<file path="config.mk">
export PLATFORM = sky130hd
export DESIGN_NAME = cdma_rx_despreader_flat
export DESIGN_NICKNAME = d
export VERILOG_FILES = /design/src/rtl/cdma_rx_despreader_if.sv /design/src/rtl/cdma_rx_despreader.sv /design/src/flat_wrapper.sv
export SDC_FILE = /design/constraint.sdc
export NUM_CORES = 1
export LEC_CHECK = 0
export BUFFER_PORTS_ARGS = -buffer_cell sky130_fd_sc_hd__clkbuf_2
export CAP_MARGIN = 10
export CORE_UTILIZATION = 45
export CTS_BUF_LIST = sky130_fd_sc_hd__clkbuf_4 sky130_fd_sc_hd__clkbuf_8
export CTS_CLUSTER_DIAMETER = 200
export CTS_CLUSTER_SIZE = 25
export DETAILED_ROUTE_END_ITERATION = 8
export GPL_TIMING_DRIVEN = 0
export RECOVER_POWER = 50
export SLEW_MARGIN = 30
export SYNTH_ARGS = -nofsm -noshare
export SYNTH_HDL_FRONTEND = slang
export SYNTH_SLANG_ARGS = --single-unit
export TNS_END_PERCENT = 50
</file>
<file path="constraint.sdc">
create_clock -name clk -period 4.14 [get_ports clk]
set_clock_uncertainty 0.05 [all_clocks]
set_input_delay 0.414 -clock clk [delete_from_list [all_inputs] [get_ports clk]]
set_output_delay 0.414 -clock clk [all_outputs]
set_load 0.02 [all_outputs]
</file>
<file path="src/rtl/cdma_rx_despreader_if.sv">
// Chip-stream input and decoded-word output bundle for the CDMA receive despreader.
// master = chip source / result consumer, slave = despreader.
interface cdma_rx_despreader_if #(
  parameter int CW   = 4,
  parameter int BITS = 4
);
  logic                 chip_valid;
  logic                 chip_sof;
  logic signed [CW-1:0] chip_sum;
  logic [BITS-1:0]      user1_out;
  logic [BITS-1:0]      user2_out;
  logic [BITS-1:0]      user3_out;
  logic [BITS-1:0]      user4_out;
  logic                 out_valid;
  logic                 frame_err;
  logic                 resync;
  logic [7:0]           err_count;

  modport master (
    output chip_valid, chip_sof, chip_sum,
    input  user1_out, user2_out, user3_out, user4_out,
    input  out_valid, frame_err, resync, err_count
  );

  modport slave (
    input  chip_valid, chip_sof, chip_sum,
    output user1_out, user2_out, user3_out, user4_out,
    output out_valid, frame_err, resync, err_count
  );
endinterface

</file>
<file path="src/rtl/cdma_rx_despreader.sv">
// 4-user Walsh-4 despreader: correlates the summed chip stream, decides one bit per user
// every 4 chips, emits 4 BITS-wide words per frame. Define CDMA_RX_ERRCNT_EN for err_count.
module cdma_rx_despreader #(
  parameter int CW   = 4,
  parameter int BITS = 4,
  parameter int ACW  = CW + 2
) (
  input  logic                 clk,
  input  logic                 rst,
  cdma_rx_despreader_if.slave  bus
);
  localparam int BW = (BITS > 1) ? $clog2(BITS) : 1;
  localparam logic [BW-1:0] LAST_BIT = BW'(BITS - 1);
  // Bit c of WALSH[k] is chip c of user k+1; 1 means +1.
  localparam logic [3:0][3:0] WALSH = {4'b1001, 4'b0011, 4'b0101, 4'b1111};

  typedef enum logic {IDLE, RUN} state_t;

  state_t                  state;
  logic [1:0]              chip_idx;
  logic [BW-1:0]           bit_idx;
  logic [3:0][ACW-1:0]     acc;
  logic [3:0][BITS-2:0]    sh;
  logic [3:0][BITS-1:0]    word;
  logic                    amb;
  logic                    out_valid_q;
  logic                    frame_err_q;
  logic                    resync_q;

  logic                    start;
  logic                    take;
  logic [1:0]              ci;
  logic [BW-1:0]           bi;
  logic [ACW-1:0]          sext;
  logic [3:0][ACW-1:0]     acc_sum;
  logic [3:0]              dec;
  logic [3:0][BITS-1:0]    sh_n;
  logic                    amb_n;
  logic                    bit_end;
  logic                    frame_end;

  // A qualified sof always restarts from cleared state, so the current chip is
  // evaluated against zeroed indices, accumulators and flags in the same cycle.
  always_comb begin
    start   = bus.chip_valid && bus.chip_sof;
    take    = bus.chip_valid && (start || (state == RUN));
    ci      = start ? 2'd0 : chip_idx;
    bi      = start ? '0 : bit_idx;
    amb_n   = start ? 1'b0 : amb;
    sext    = {{(ACW-CW){bus.chip_sum[CW-1]}}, bus.chip_sum};
    acc_sum = '0;
    dec     = '0;
    sh_n    = '0;
    for (int unsigned k = 0; k < 4; k++) begin
      acc_sum[k] = (start ? '0 : acc[k]) + (WALSH[k][ci] ? sext : -sext);
      dec[k]     = !acc_sum[k][ACW-1] && (acc_sum[k] != '0);
      sh_n[k]    = {(start ? '0 : sh[k]), dec[k]};
      if ((ci == 2'd3) && (acc_sum[k] == '0))
        amb_n = 1'b1;
    end
    bit_end   = take && (ci == 2'd3);
    frame_end = bit_end && (bi == LAST_BIT);
  end

  always_ff @(posedge clk or negedge rst) begin
    if (!rst) begin
      state       <= IDLE;
      chip_idx    <= '0;
      bit_idx     <= '0;
      acc         <= '0;
      sh          <= '0;
      word        <= '0;
      amb         <= 1'b0;
      out_valid_q <= 1'b0;
      frame_err_q <= 1'b0;
      resync_q    <= 1'b0;
    end else begin
      out_valid_q <= 1'b0;
      resync_q    <= start && (state == RUN);
      if (take) begin
        state <= RUN;
        amb   <= amb_n;
        if (frame_end) begin
          state       <= IDLE;
          chip_idx    <= '0;
          bit_idx     <= '0;
          acc         <= '0;
          sh          <= '0;
          amb         <= 1'b0;
          word        <= sh_n;
          out_valid_q <= 1'b1;
          frame_err_q <= amb_n;
        end else if (bit_end) begin
          chip_idx <= '0;
          bit_idx  <= bi + 1'b1;
          acc      <= '0;
          for (int unsigned k = 0; k < 4; k++)
            sh[k] <= sh_n[k][BITS-2:0];
        end else begin
          chip_idx <= ci + 2'd1;
          bit_idx  <= bi;
          acc      <= acc_sum;
          if (start)
            sh <= '0;
        end
      end
    end
  end

  assign bus.user1_out = word[0];
  assign bus.user2_out = word[1];
  assign bus.user3_out = word[2];
  assign bus.user4_out = word[3];
  assign bus.out_valid = out_valid_q;
  assign bus.frame_err = frame_err_q;
  assign bus.resync    = resync_q;

`ifdef CDMA_RX_ERRCNT_EN
  logic [7:0] err_cnt;

  always_ff @(posedge clk or negedge rst) begin
    if (!rst)
      err_cnt <= '0;
    else if (frame_end && amb_n && (err_cnt != 8'hFF))
      err_cnt <= err_cnt + 8'd1;
  end

  assign bus.err_count = err_cnt;
`else
  assign bus.err_count = '0;
`endif
endmodule

</file>
<file path="src/flat_wrapper.sv">
// flat-port wrapper written by rule: the top's interface ports become plain ports
module cdma_rx_despreader_flat 
#(
  parameter int CW   = 4,
  parameter int BITS = 4,
  parameter int ACW  = CW + 2
)
  (clk, rst, bus_chip_valid, bus_chip_sof, bus_chip_sum, bus_user1_out, bus_user2_out, bus_user3_out, bus_user4_out, bus_out_valid, bus_frame_err, bus_resync, bus_err_count);
  cdma_rx_despreader_if #(.CW(CW), .BITS(BITS)) bus_i ();
  input  logic clk;
  input  logic rst;
  input wire logic [$bits(bus_i.chip_valid)-1:0] bus_chip_valid;
  input wire logic [$bits(bus_i.chip_sof)-1:0] bus_chip_sof;
  input wire logic [$bits(bus_i.chip_sum)-1:0] bus_chip_sum;
  output wire logic [$bits(bus_i.user1_out)-1:0] bus_user1_out;
  output wire logic [$bits(bus_i.user2_out)-1:0] bus_user2_out;
  output wire logic [$bits(bus_i.user3_out)-1:0] bus_user3_out;
  output wire logic [$bits(bus_i.user4_out)-1:0] bus_user4_out;
  output wire logic [$bits(bus_i.out_valid)-1:0] bus_out_valid;
  output wire logic [$bits(bus_i.frame_err)-1:0] bus_frame_err;
  output wire logic [$bits(bus_i.resync)-1:0] bus_resync;
  output wire logic [$bits(bus_i.err_count)-1:0] bus_err_count;
  assign bus_i.chip_valid = bus_chip_valid;
  assign bus_i.chip_sof = bus_chip_sof;
  assign bus_i.chip_sum = bus_chip_sum;
  assign bus_user1_out = bus_i.user1_out;
  assign bus_user2_out = bus_i.user2_out;
  assign bus_user3_out = bus_i.user3_out;
  assign bus_user4_out = bus_i.user4_out;
  assign bus_out_valid = bus_i.out_valid;
  assign bus_frame_err = bus_i.frame_err;
  assign bus_resync = bus_i.resync;
  assign bus_err_count = bus_i.err_count;
  cdma_rx_despreader #(.CW(CW), .BITS(BITS), .ACW(ACW)) u_core (.clk(clk), .rst(rst), .bus(bus_i));
endmodule
</file>
* Yosys cells after proc, flatten, opt, wreduce, memory -nomap -nowiden
Index checks and enable logic that the tools add are counted.
** Word-level totals
- Output and inout bits :: 27
- Register bits :: 61
** Operators by class
- Reductions and logical operators :: 29
- Muxes and demuxes :: 40
- Equality and inequality tests :: 2
- Order comparisons :: 1
- Add/sub/neg operators :: 7
** Operators with widths (count)
- $mux W24 :: 2
- $mux W6 :: 8
- $mux W12 :: 3
- $add A6 B6 Y6 :: 4
- $logic_not A6 Y1 :: 4
- $reduce_bool A6 Y1 :: 4
- $logic_and A1 B1 Y1 :: 13
- $mux W1 :: 13
- $mux W2 :: 6
- $mux W3 :: 4
- $bmux W1 S2 :: 4
- $neg A6 Y6 :: 1
- $add A2 B1 Y2 const B :: 2
- $eq A2 B2 Y1 const B :: 2
- $logic_not A1 Y1 :: 4
- $reduce_and A2 Y1 :: 2
- $lt A2 B3 Y1 const B :: 1
- $reduce_bool A3 Y1 :: 1
- $logic_or A1 B1 Y1 :: 1

* Logic depth before layout (Yosys ltp)
Gate-level depths: netlist of the first run.
- Depth after elaboration :: 13
- Mapped depth :: 16

* Least setup slack after synthesis of the first run
Ideal clock, no wire load.
- Kind :: input -> register
- Start point :: input bus_chip_sof
- End point :: register u_core.frame_err_q (netlist: u_core.bus.frame_err)
- Stages on the path :: 16
- Slack :: 694 ps
- Setup time :: 133 ps
- Arrival :: 3262 ps
- Cells stage by stage :: buf_2 -> nand2_1 -> clkbuf_1 -> nand2_1 -> inv_1 -> ha_1 -> nand2_1 -> a21boi_0 -> inv_1 -> ha_1 -> a211oi_1 -> o21bai_1 -> a21oi_1 -> xor2_1 -> a221oi_2 -> a31oi_1
** Between the ends
- Longest elaborated chain between the ends :: 12
- Elaborated cells on any way between the ends :: 43
- Those cells by class :: add/sub (4); eq/ne (2); mux (23); reduce/logical (14)
** Ends and longest elaborated chain
- start, declared :: line flat_wrapper.sv:13 : input wire logic [$bits(bus_i.chip_sof)-1:0] bus_chip_sof;
- $logic_and A1 B1 Y1 (*) :: line cdma_rx_despreader.sv:45 : start = bus.chip_valid && bus.chip_sof;
- $mux W2 :: line cdma_rx_despreader.sv:47 : ci = start ? 2'd0 : chip_idx;
- $bmux W1 S2 :: line cdma_rx_despreader.sv:55 : acc_sum[k] = (start ? '0 : acc[k]) + (WALSH[k][ci] ? sext : -sext);
- $mux W1 (implied by the code) :: line cdma_rx_despreader.sv:55
- $mux W6 :: line cdma_rx_despreader.sv:55
- $add A6 B6 Y6 :: line cdma_rx_despreader.sv:55
- $logic_not A6 Y1 :: line cdma_rx_despreader.sv:58 : if ((ci == 2'd3) && (acc_sum[k] == '0))
- $logic_and A1 B1 Y1 :: line cdma_rx_despreader.sv:58
- $mux W1 (4 in a row) :: line cdma_rx_despreader.sv:58
- end signal, assigned :: line cdma_rx_despreader.sv:92 : frame_err_q <= amb_n;
- end, declared :: line cdma_rx_despreader.sv:27 : logic frame_err_q;
Mark *: on every way between the ends. The rest lies on a longest branch, timed or not. The select of a mux whose other input is x is not followed.
A chain may end at the register's enable or synchronous reset.

* Worst setup path in the final report of the first run
Same ends and word-level chain as after synthesis.

==> results of run 1 <==
==> cells by family (layout without fill, tap and decap cells) <==
kind of cell,Yosys count,after routing
XOR/XNOR,26,26
other,1,8
AND/OR/NAND/NOR,141,141
adder cells (fa/ha/maj),27,27
flip-flops,61,61
AO/OA/AOI/OAI,98,98
multiplexers,2,2
buffers and inverters,49,91
==> worst min-delay path: cells and delay by family <==
| family | cells | cell delay [ps] |
|---|---|---|
| and+or+nand+nor | 1 | 70 |
| buffers and inverters | 1 | 120 |
| AOI/OAI and AO/OA | 1 | 70 |
==> synthesized netlist by cell type (2+ instances only) <==
master	count
o31ai_1	14
dfrtp_1	61
a21oi_1	14
nand2b_1	8
nand3b_1	2
and2_1	23
fa_1	4
xnor2_1	15
a211oi_1	5
nand3_1	17
buf_4	8
o21ai_1	2
o211ai_1	2
buf_2	4
mux2_2	2
a31o_2	2
a32o_1	4
or3_1	2
o21a_1	2
ha_1	23
a31oi_1	3
and3b_1	3
nor2b_1	4
o21ai_0	19
a21o_1	6
nor2_1	17
a22o_1	14
inv_1	21
o21bai_1	4
clkbuf_1	13
nand2_1	59
xor2_1	11
==> repair_timing <==
action / CTS / global route
resized for setup: 0 / 2
hold endpoints to repair: 0 / 0
endpoints found under the setup margin: 0 / 2
==> per-stage QoR <==
step / setup slack, ps / hold slack [ps] / instance area [um2] / std cells
3_5_place_dp: -19.4 / 385 / 4090 / 543
4_1_cts: 347 / 0.810 / 4350 / 559
2_1_floorplan: 694 / 68.4 / 3810 / 412
6_report: 498 / 312 / 4320 / 559
5_1_grt: 75.2 / 314 / 4320 / 559
3_3_place_gp: -18.9 / 398 / 4070 / 542
==> flip-flops by register name (all words and copies together), names as in the netlist <==
name	count
u_core.bus.resync	1
u_core.bus.frame_err	1
u_core.state	1
u_core.sh	12
u_core.acc	24
u_core.bus.user1_out	4
u_core.bit_idx	2
u_core.bus.user4_out	4
u_core.amb	1
u_core.bus.out_valid	1
u_core.bus.user2_out	4
u_core.bus.user3_out	4
u_core.chip_idx	2
==> final cells by class <==
cell class | count | area share, %
inverter | 22 | 1.91
timing repair buffer | 26 | 2.75
clock inverter | 5 | 2.46
clock buffer | 11 | 3.51
multi-input combinational | 302 | 47.6
tap | 105 | 3.04
buffer | 27 | 3.36
sequential | 61 | 35.4
==> routing by layer <==
metal	wire length, um	share of wire, %	global-route usage (%)	up-vias
met5	0	0	0	-
met4	83	0.94	6.54	0
met3	319	3.6	4.69	8
met2	4330	49	37.8	52
met1	4120	47	29.8	1436
li1	-	-	-	1482
==> how the worst min path moves through the flow <==
stage                                  from                      end  cells past startpoint
finish                       bus_chip_valid             u_core.state                      3
detailed placement                      rst  u_core.bus.user4_out[3]                      1
CTS                                     rst            u_core.sh[10]                      1
global route                 bus_chip_valid             u_core.state                      3
floorplan                               rst            u_core.acc[0]                      0
global placement    u_core.bus.user2_out[3]  u_core.bus.user2_out[3]                      2
==> power by group through the flow <==
stage	clock network (uW)	logic (uW)	registers [uW]
finish	687	960	786
global placement	0	939	792
detailed placement	0	961	794
global route	733	1090	800
CTS	705	967	785
floorplan	0	765	777
==> impl_results.html, run 1 <==
<table>
<tr><th>Metric</th><th>Value</th></tr>
<tr><th colspan="2">Run status</th></tr>
<tr><td>Failing checks</td><td>capacitance limit, slew limit</td></tr>
<tr><td>Status</td><td>finished with violations</td></tr>
<tr><th colspan="2">Synth</th></tr>
<tr><td>Biggest area consumer among synthesized cells</td><td>dfrtp_1</td></tr>
<tr><td>Area fraction in and, or, nand and nor cells after synthesis</td><td>18.5%</td></tr>
<tr><td>Mapped Avg Cell Area</td><td>9.34 um2</td></tr>
<tr><td>Xor and xnor area share after synthesis</td><td>6.02%</td></tr>
<tr><td>Compound-Gate Fraction of Synth Area</td><td>18.7%</td></tr>
<tr><td>Warnings, synthesis</td><td>0</td></tr>
<tr><td>Number of distinct standard cells referenced by the synthesized netlist</td><td>49</td></tr>
<tr><td>#FFs+latches synth</td><td>61</td></tr>
<tr><td>Share of synthesized area spent on multiplexers</td><td>0.595%</td></tr>
<tr><td>Dominant combinational cell family by area after synthesis</td><td>compound AO/OA/AOI/OAI gates</td></tr>
<tr><td>Netlist area before placement</td><td>0.00378 mm2</td></tr>
<tr><td>Async set-or-reset flop fraction in the synthesized netlist</td><td>100%</td></tr>
<tr><td>Synthesized instance count</td><td>405</td></tr>
<tr><td>Sequential element share of the synthesized area</td><td>40.3%</td></tr>
<tr><td>Fraction of synthesized cell area taken by the top area cell type</td><td>40.3%</td></tr>
<tr><td>Top FF cell, synth</td><td>dfrtp_1</td></tr>
<tr><td>Number of enable flip-flop cells after synthesis</td><td>0</td></tr>
<tr><td>Fraction of the mapped netlist area in adder cells</td><td>9.72%</td></tr>
<tr><td>Largest cells by area after synthesis</td><td>dfrtp_1, ha_1, nand2_1</td></tr>
<tr><th colspan="2">Timing</th></tr>
<tr><td>Peak Freq</td><td>275 MHz</td></tr>
<tr><td>Final worst-path cycle share</td><td>88.0%</td></tr>
<tr><td>Time the final worst path needs with I/O delays and setup</td><td>3640 ps</td></tr>
<tr><td>Number of max-slew violations in the final report</td><td>64</td></tr>
<tr><td>Setup violators final</td><td>0</td></tr>
<tr><td>Transition time of the tightest slew-check pin</td><td>1790 ps</td></tr>
<tr><td>Count of endpoints failing hold in the final timing report</td><td>0</td></tr>
<tr><td>RSZ-0062 raised after global routing</td><td>false</td></tr>
<tr><td>Worst slew margin relative to its limit</td><td>-19.1%</td></tr>
<tr><td>TNS Setup</td><td>0 ps</td></tr>
<tr><th colspan="2">CTS</th></tr>
<tr><td>Clock edge transition at the registers on the reported setup and hold paths</td><td>80 ps</td></tr>
<tr><td>TritonCTS buffer count</td><td>9</td></tr>
<tr><td>H-tree lvl count</td><td>3</td></tr>
<tr><td>Clock root buffer</td><td>clkbuf_8</td></tr>
<tr><td>Number of sinks on the clock net</td><td>61</td></tr>
<tr><td>Clock Latency Late Sink</td><td>350 ps</td></tr>
<tr><td>Hold-fix buffers, CTS</td><td>0</td></tr>
<tr><td>CTS tree</td><td>built</td></tr>
<tr><td>Max Buffers Root-to-Sink</td><td>2</td></tr>
<tr><td>Post CTS Setup Buffer Count</td><td>0</td></tr>
<tr><th colspan="2">Place</th></tr>
<tr><td>Dpl hpwl</td><td>6.55 mm</td></tr>
<tr><td>Last weighted congestion value of the routability-driven placer</td><td>0.895</td></tr>
<tr><td>Number of I/O port buffers</td><td>25</td></tr>
<tr><th colspan="2">Global routing</th></tr>
<tr><td>Gr ovfl total</td><td>0</td></tr>
<tr><td>Via count of the first global-routing pass</td><td>2983</td></tr>
<tr><td>Global-route wire length before repair</td><td>15.0 mm</td></tr>
<tr><td>Gr usage total</td><td>22.7%</td></tr>
<tr><td>Pin count of the biggest net entering global routing</td><td>33</td></tr>
<tr><td>Number of antenna violations at the first check in global routing</td><td>0</td></tr>
<tr><th colspan="2">Critical path</th></tr>
<tr><td>Depth of the worst register-to-register path</td><td>13</td></tr>
<tr><td>Data arrival at the endpoint of the critical path</td><td>3820 ps</td></tr>
<tr><td>R2R Path End</td><td>u_core.bus.frame_err</td></tr>
<tr><td>Sequence of cells on the critical path</td><td>buf_2, nand2_1, clkbuf_2, nand2_1, inv_1, ha_1, nand2_1, a21boi_0, inv_1, ha_1, a211oi_1, o21bai_1, a21oi_1, xor2_1, a221oi_2, a31oi_1</td></tr>
<tr><td>Worst setup EP type</td><td>flip-flop</td></tr>
<tr><td>R2R setup slack</td><td>690 ps</td></tr>
<tr><td>Source of the critical timing path</td><td>bus_chip_sof</td></tr>
<tr><td>Start of the worst register-to-register path</td><td>u_core.chip_idx[0]</td></tr>
<tr><td>Buf/Inv on CP</td><td>4</td></tr>
<tr><td>Timing endpoint of the critical path</td><td>u_core.bus.frame_err</td></tr>
<tr><td>Critical Path Most Common Cell</td><td>nand2_1</td></tr>
<tr><td>Worst path max stage delay</td><td>380 ps</td></tr>
<tr><td>Critical path launch point type</td><td>input pin</td></tr>
<tr><td>Depth of the critical timing path with buffers and inverters included</td><td>16</td></tr>
<tr><td>Cell family with most CP delay</td><td>compound AO/OA/AOI/OAI gates</td></tr>
<tr><td>Critical setup path kind</td><td>in2reg</td></tr>
<tr><td>Worst-path maximum fanout</td><td>10</td></tr>
<tr><td>Crit path max-delay cell type</td><td>a21boi_0</td></tr>
<tr><td>Data required time of the worst path</td><td>4310 ps</td></tr>
<tr><th colspan="2">Pwr</th></tr>
<tr><td>Share of total power in sequential cells</td><td>32.3%</td></tr>
<tr><td>Peak supply drop</td><td>0.280 mV</td></tr>
<tr><td>Total power of the final layout</td><td>2430 uW</td></tr>
<tr><td>Switch share</td><td>35.3%</td></tr>
<tr><td>Cell-internal power</td><td>1570 uW</td></tr>
<tr><td>Power density over the cells</td><td>564 mW/mm2</td></tr>
<tr><td>Combinational fraction of design power</td><td>39.5%</td></tr>
<tr><td>Switching Power</td><td>859 uW</td></tr>
<tr><td>Clock network fraction of design power</td><td>28.2%</td></tr>
<tr><td>Static power due to leakage</td><td>0.00213 uW</td></tr>
<tr><th colspan="2">Layout</th></tr>
<tr><td>Final core utilization</td><td>52.8%</td></tr>
<tr><td>Ant. Diodes</td><td>0</td></tr>
<tr><td>Fraction of final layout cells with drive strength greater than 1</td><td>12.6%</td></tr>
<tr><td>Most common library cell in the layout ignoring fill and taps</td><td>dfrtp_1</td></tr>
<tr><td>FF+latch area</td><td>0.00153 mm2</td></tr>
<tr><td>Multi-input combinational cell area</td><td>0.00206 mm2</td></tr>
<tr><td>Leading cell types in the layout, fill and taps excluded</td><td>dfrtp_1, nand2_1, and2_1, ha_1, clkbuf_1</td></tr>
<tr><td>Layout net count</td><td>484</td></tr>
<tr><td>Number of filler cells placed in the layout</td><td>791</td></tr>
<tr><td>Layout-stage area growth over the synthesis result</td><td>14.1%</td></tr>
<tr><th colspan="2">Routing</th></tr>
<tr><td>Number of vias per cell</td><td>5.33</td></tr>
<tr><td>Length of the first detailed-routing pass in iterations</td><td>4</td></tr>
<tr><td>Via count</td><td>2978</td></tr>
<tr><td>Wirelength per Cell</td><td>15.8 um</td></tr>
<tr><td>Initial drt markers</td><td>163</td></tr>
<tr><td>Routed wire length</td><td>8.85 mm</td></tr>
<tr><td>Count of antenna-violating nets left after detailed routing</td><td>0</td></tr>
<tr><td>DRC violations left</td><td>0</td></tr>
<tr><th colspan="2">Floorplanning</th></tr>
<tr><td>Count of pins on the block boundary</td><td>35</td></tr>
<tr><td>Y dimension of the die</td><td>93.7 um</td></tr>
<tr><td>Core Rows</td><td>33</td></tr>
<tr><td>Die area</td><td>0.00878 mm2</td></tr>
<tr><td>Initial cell density of the core</td><td>46.3%</td></tr>
<tr><td>Placeable core area</td><td>0.00818 mm2</td></tr>
<tr><td>Die width</td><td>93.7 um</td></tr>
<tr><th colspan="2">Run</th></tr>
<tr><td>Number of violations of the max-capacitance limit</td><td>2</td></tr>
<tr><th colspan="2">Min path</th></tr>
<tr><td>Classification of the worst-slack hold path</td><td>in2reg</td></tr>
</table>
Power figures use the tool's default switching activity.
==> inputs of run 2 (changes only) <==
--- a/config.mk
+++ b/config.mk
@@ -14,6 +14,7 @@
 export DETAILED_ROUTE_END_ITERATION = 8
 export GPL_TIMING_DRIVEN = 0
 export RECOVER_POWER = 50
+export REMOVE_ABC_BUFFERS = 1
 export SLEW_MARGIN = 30
 export SYNTH_ARGS = -nofsm -noshare
 export SYNTH_HDL_FRONTEND = slang
==> run 2 against run 1 <==
- the flow still finishes with violations (capacitance limit, slew limit)
- routed wire length is 9.7% lower
- critical path depth is 1 lower
- global-route usage is 2.4 points lower
- first-iteration DRC count is 58% lower
- final cell count is 4.1% lower
- via count is 3.1% lower
- die area stayed put
- combinational power is 2.5% lower
- flip-flop and latch count stayed put
==> impl_results.html, run 2 (synthesized netlist as in run 1, its figures left out) <==
<table>
<tr><th>Metric</th><th>Value</th></tr>
<tr><th colspan="2">Run status</th></tr>
<tr><td>Status</td><td>finished with violations</td></tr>
<tr><td>Failing checks</td><td>capacitance limit, slew limit</td></tr>
<tr><th colspan="2">Min path</th></tr>
<tr><td>Classification of the worst-slack hold path</td><td>in2reg</td></tr>
<tr><th colspan="2">Layout</th></tr>
<tr><td>Largest Register</td><td>u_core.acc</td></tr>
<tr><td>Ant. Diodes</td><td>0</td></tr>
<tr><td>Final core utilization</td><td>50.9%</td></tr>
<tr><td>Layout-stage area growth over the synthesis result</td><td>9.89%</td></tr>
<tr><td>Leading cell types in the layout, fill and taps excluded</td><td>dfrtp_1, nand2_1, and2_1, ha_1, inv_1</td></tr>
<tr><td>Fraction of final layout cells with drive strength greater than 1</td><td>11.4%</td></tr>
<tr><td>Top flop regs</td><td>u_core.acc: 24 flops, u_core.sh: 12 flops</td></tr>
<tr><td>Non-filler instance count after layout</td><td>536</td></tr>
<tr><td>Layout net count</td><td>461</td></tr>
<tr><td>Max reg flops</td><td>24</td></tr>
<tr><td>Most common library cell in the layout ignoring fill and taps</td><td>dfrtp_1</td></tr>
<tr><th colspan="2">Timing</th></tr>
<tr><td>Number of max-slew violations in the final report</td><td>64</td></tr>
<tr><td>Setup violators final</td><td>0</td></tr>
<tr><td>Worst slew margin relative to its limit</td><td>-27.1%</td></tr>
<tr><td>Peak Freq</td><td>276 MHz</td></tr>
<tr><td>Time the final worst path needs with I/O delays and setup</td><td>3620 ps</td></tr>
<tr><td>RSZ-0062 raised after global routing</td><td>false</td></tr>
<tr><td>Final worst-path cycle share</td><td>87.4%</td></tr>
<tr><td>Count of endpoints failing hold in the final timing report</td><td>0</td></tr>
<tr><td>TNS Setup</td><td>0 ps</td></tr>
<tr><td>Post-route setup slack</td><td>521 ps</td></tr>
<tr><td>Transition time of the tightest slew-check pin</td><td>1910 ps</td></tr>
<tr><th colspan="2">Routing</th></tr>
<tr><td>DRC violations left</td><td>0</td></tr>
<tr><td>Via count</td><td>2886</td></tr>
<tr><td>Number of vias per cell</td><td>5.38</td></tr>
<tr><td>Wirelength per Cell</td><td>14.9 um</td></tr>
<tr><td>Routed wire length</td><td>7.99 mm</td></tr>
<tr><td>Initial drt markers</td><td>69</td></tr>
<tr><td>Count of antenna-violating nets left after detailed routing</td><td>0</td></tr>
<tr><td>Length of the first detailed-routing pass in iterations</td><td>4</td></tr>
<tr><th colspan="2">CTS</th></tr>
<tr><td>TritonCTS buffer count</td><td>9</td></tr>
<tr><td>Number of sinks on the clock net</td><td>61</td></tr>
<tr><td>Max Buffers Root-to-Sink</td><td>2</td></tr>
<tr><td>Clock root buffer</td><td>clkbuf_8</td></tr>
<tr><td>H-tree lvl count</td><td>3</td></tr>
<tr><td>Clock edge transition at the registers on the reported setup and hold paths</td><td>70 ps</td></tr>
<tr><td>Clock Latency Late Sink</td><td>340 ps</td></tr>
<tr><td>CTS tree</td><td>built</td></tr>
<tr><th colspan="2">Pwr</th></tr>
<tr><td>Static power due to leakage</td><td>0.00203 uW</td></tr>
<tr><td>Total power of the final layout</td><td>2210 uW</td></tr>
<tr><td>Power density over the cells</td><td>531 mW/mm2</td></tr>
<tr><td>Peak supply drop</td><td>0.224 mV</td></tr>
<tr><th colspan="2">Place</th></tr>
<tr><td>Post-placement cell count</td><td>519</td></tr>
<tr><td>Number of I/O port buffers</td><td>26</td></tr>
<tr><td>Worst slack at placement</td><td>-173 ps</td></tr>
<tr><td>Last weighted congestion value of the routability-driven placer</td><td>0.827</td></tr>
<tr><td>Dpl hpwl</td><td>5.46 mm</td></tr>
<tr><th colspan="2">Critical path</th></tr>
<tr><td>Depth of the worst register-to-register path</td><td>13</td></tr>
<tr><td>Source of the critical timing path</td><td>bus_chip_sof</td></tr>
<tr><td>Data required time of the worst path</td><td>4300 ps</td></tr>
<tr><td>Critical path launch point type</td><td>input pin</td></tr>
<tr><td>Timing endpoint of the critical path</td><td>u_core.amb</td></tr>
<tr><td>R2R Path End</td><td>u_core.amb</td></tr>
<tr><td>R2R setup slack</td><td>680 ps</td></tr>
<tr><td>Worst setup EP type</td><td>flip-flop</td></tr>
<tr><td>Critical setup path kind</td><td>in2reg</td></tr>
<tr><td>Start of the worst register-to-register path</td><td>u_core.chip_idx[0]</td></tr>
<tr><td>Data arrival at the endpoint of the critical path</td><td>3780 ps</td></tr>
<tr><td>Worst-path maximum fanout</td><td>44</td></tr>
<tr><th colspan="2">Global routing</th></tr>
<tr><td>Pin count of the biggest net entering global routing</td><td>45</td></tr>
<tr><td>Gr usage total</td><td>20.3%</td></tr>
<tr><td>Gr ovfl total</td><td>0</td></tr>
<tr><td>Via count of the first global-routing pass</td><td>2835</td></tr>
<tr><td>Number of antenna violations at the first check in global routing</td><td>0</td></tr>
<tr><td>Global-route wire length before repair</td><td>13.7 mm</td></tr>
<tr><th colspan="2">Run</th></tr>
<tr><td>Number of violations of the max-capacitance limit</td><td>2</td></tr>
<tr><th colspan="2">Floorplanning</th></tr>
<tr><td>Core Rows</td><td>33</td></tr>
<tr><td>Placeable core area</td><td>0.00818 mm2</td></tr>
<tr><td>Die width</td><td>93.7 um</td></tr>
<tr><td>Initial cell density of the core</td><td>46.3%</td></tr>
<tr><td>Count of pins on the block boundary</td><td>35</td></tr>
<tr><td>Die area</td><td>0.00878 mm2</td></tr>
<tr><td>Y dimension of the die</td><td>93.7 um</td></tr>
</table>
[run 2: changes by cell type in the layout (fill, tap and decap cells not counted), moves of 2 or more]
cell	previous run	this run
clkbuf_8	11	9
buf_8	0	2
clkbuf_4	0	2
buf_2	4	0
clkbuf_1	22	9
bufinv_16	3	0
buf_4	8	0
[run 2: power by group]
group	internal, uW	switching, uW	total (uW)
Combinational	419	517	936
Clock	232	253	484
Sequential	715	70.8	786
Total	1370	840	2210
[run 2: routing by layer]
metal  track usage [%]  vias up  part of all wire [%]
met4              8.72        0                   1.6
met3              4.45       11                   3.5
met1              27.0     1393                    50
met5                 0        -                     0
li1                  -     1430                     -
met2              31.8       52                    45
[run 2: area by class of cell]
| type | instances | area (um2) |
|---|---|---|
| fillers | 802 | 4020 |
| clock buffers | 11 | 139 |
| multi-input cells | 302 | 2080 |
| inverters | 22 | 82.6 |
| flip-flops and latches | 61 | 1530 |
| repair buffers | 30 | 164 |
| clock inverters | 5 | 37.5 |
| well taps | 105 | 131 |
[run 2: what timing repair did]
item | 4_1_cts | 5_1_grt
hold buffers | 1 | 0
buffers inserted | 0 | 0
endpoints found under the setup margin | 0 | 4
gates resized for setup | 0 | 1
hold endpoints to repair | 26 | 0
[run 2: metrics by stage]
stage               hold slack, ps  instance area (um2)
finish                         394                 4160
detailed placement             348                 3990
CTS                            360                 4180
global route                   402                 4160
floorplan                     68.4                 3660
global placement               399                 3930
[run 2: how the worst min path moves through the flow]
stage | startpoint | endpoint | slack [ps] | cells after the start
global route | bus_chip_valid | u_core.bus.resync | 400 | 2
detailed placement | rst | u_core.bus.user4_out[2] | 350 | 1
CTS | bus_chip_valid | u_core.bus.resync | 360 | 2
finish | bus_chip_valid | u_core.bus.resync | 390 | 2
global placement | u_core.bus.user1_out[2] | u_core.bus.user1_out[2] | 400 | 2
floorplan | rst | u_core.acc[0] | 70 | 0
[run 2: worst max-delay path: stages]
cell,delay (ps)
clkbuf_2,200
nand2_4,300
nand2_1,250
inv_1,100
ha_2,370
inv_1,50
a21boi_0,390
inv_1,90
ha_1,320
a211oi_1,340
o21bai_1,140
a21oi_1,270
xor2_1,130
a221oi_2,300
a31oi_1,120
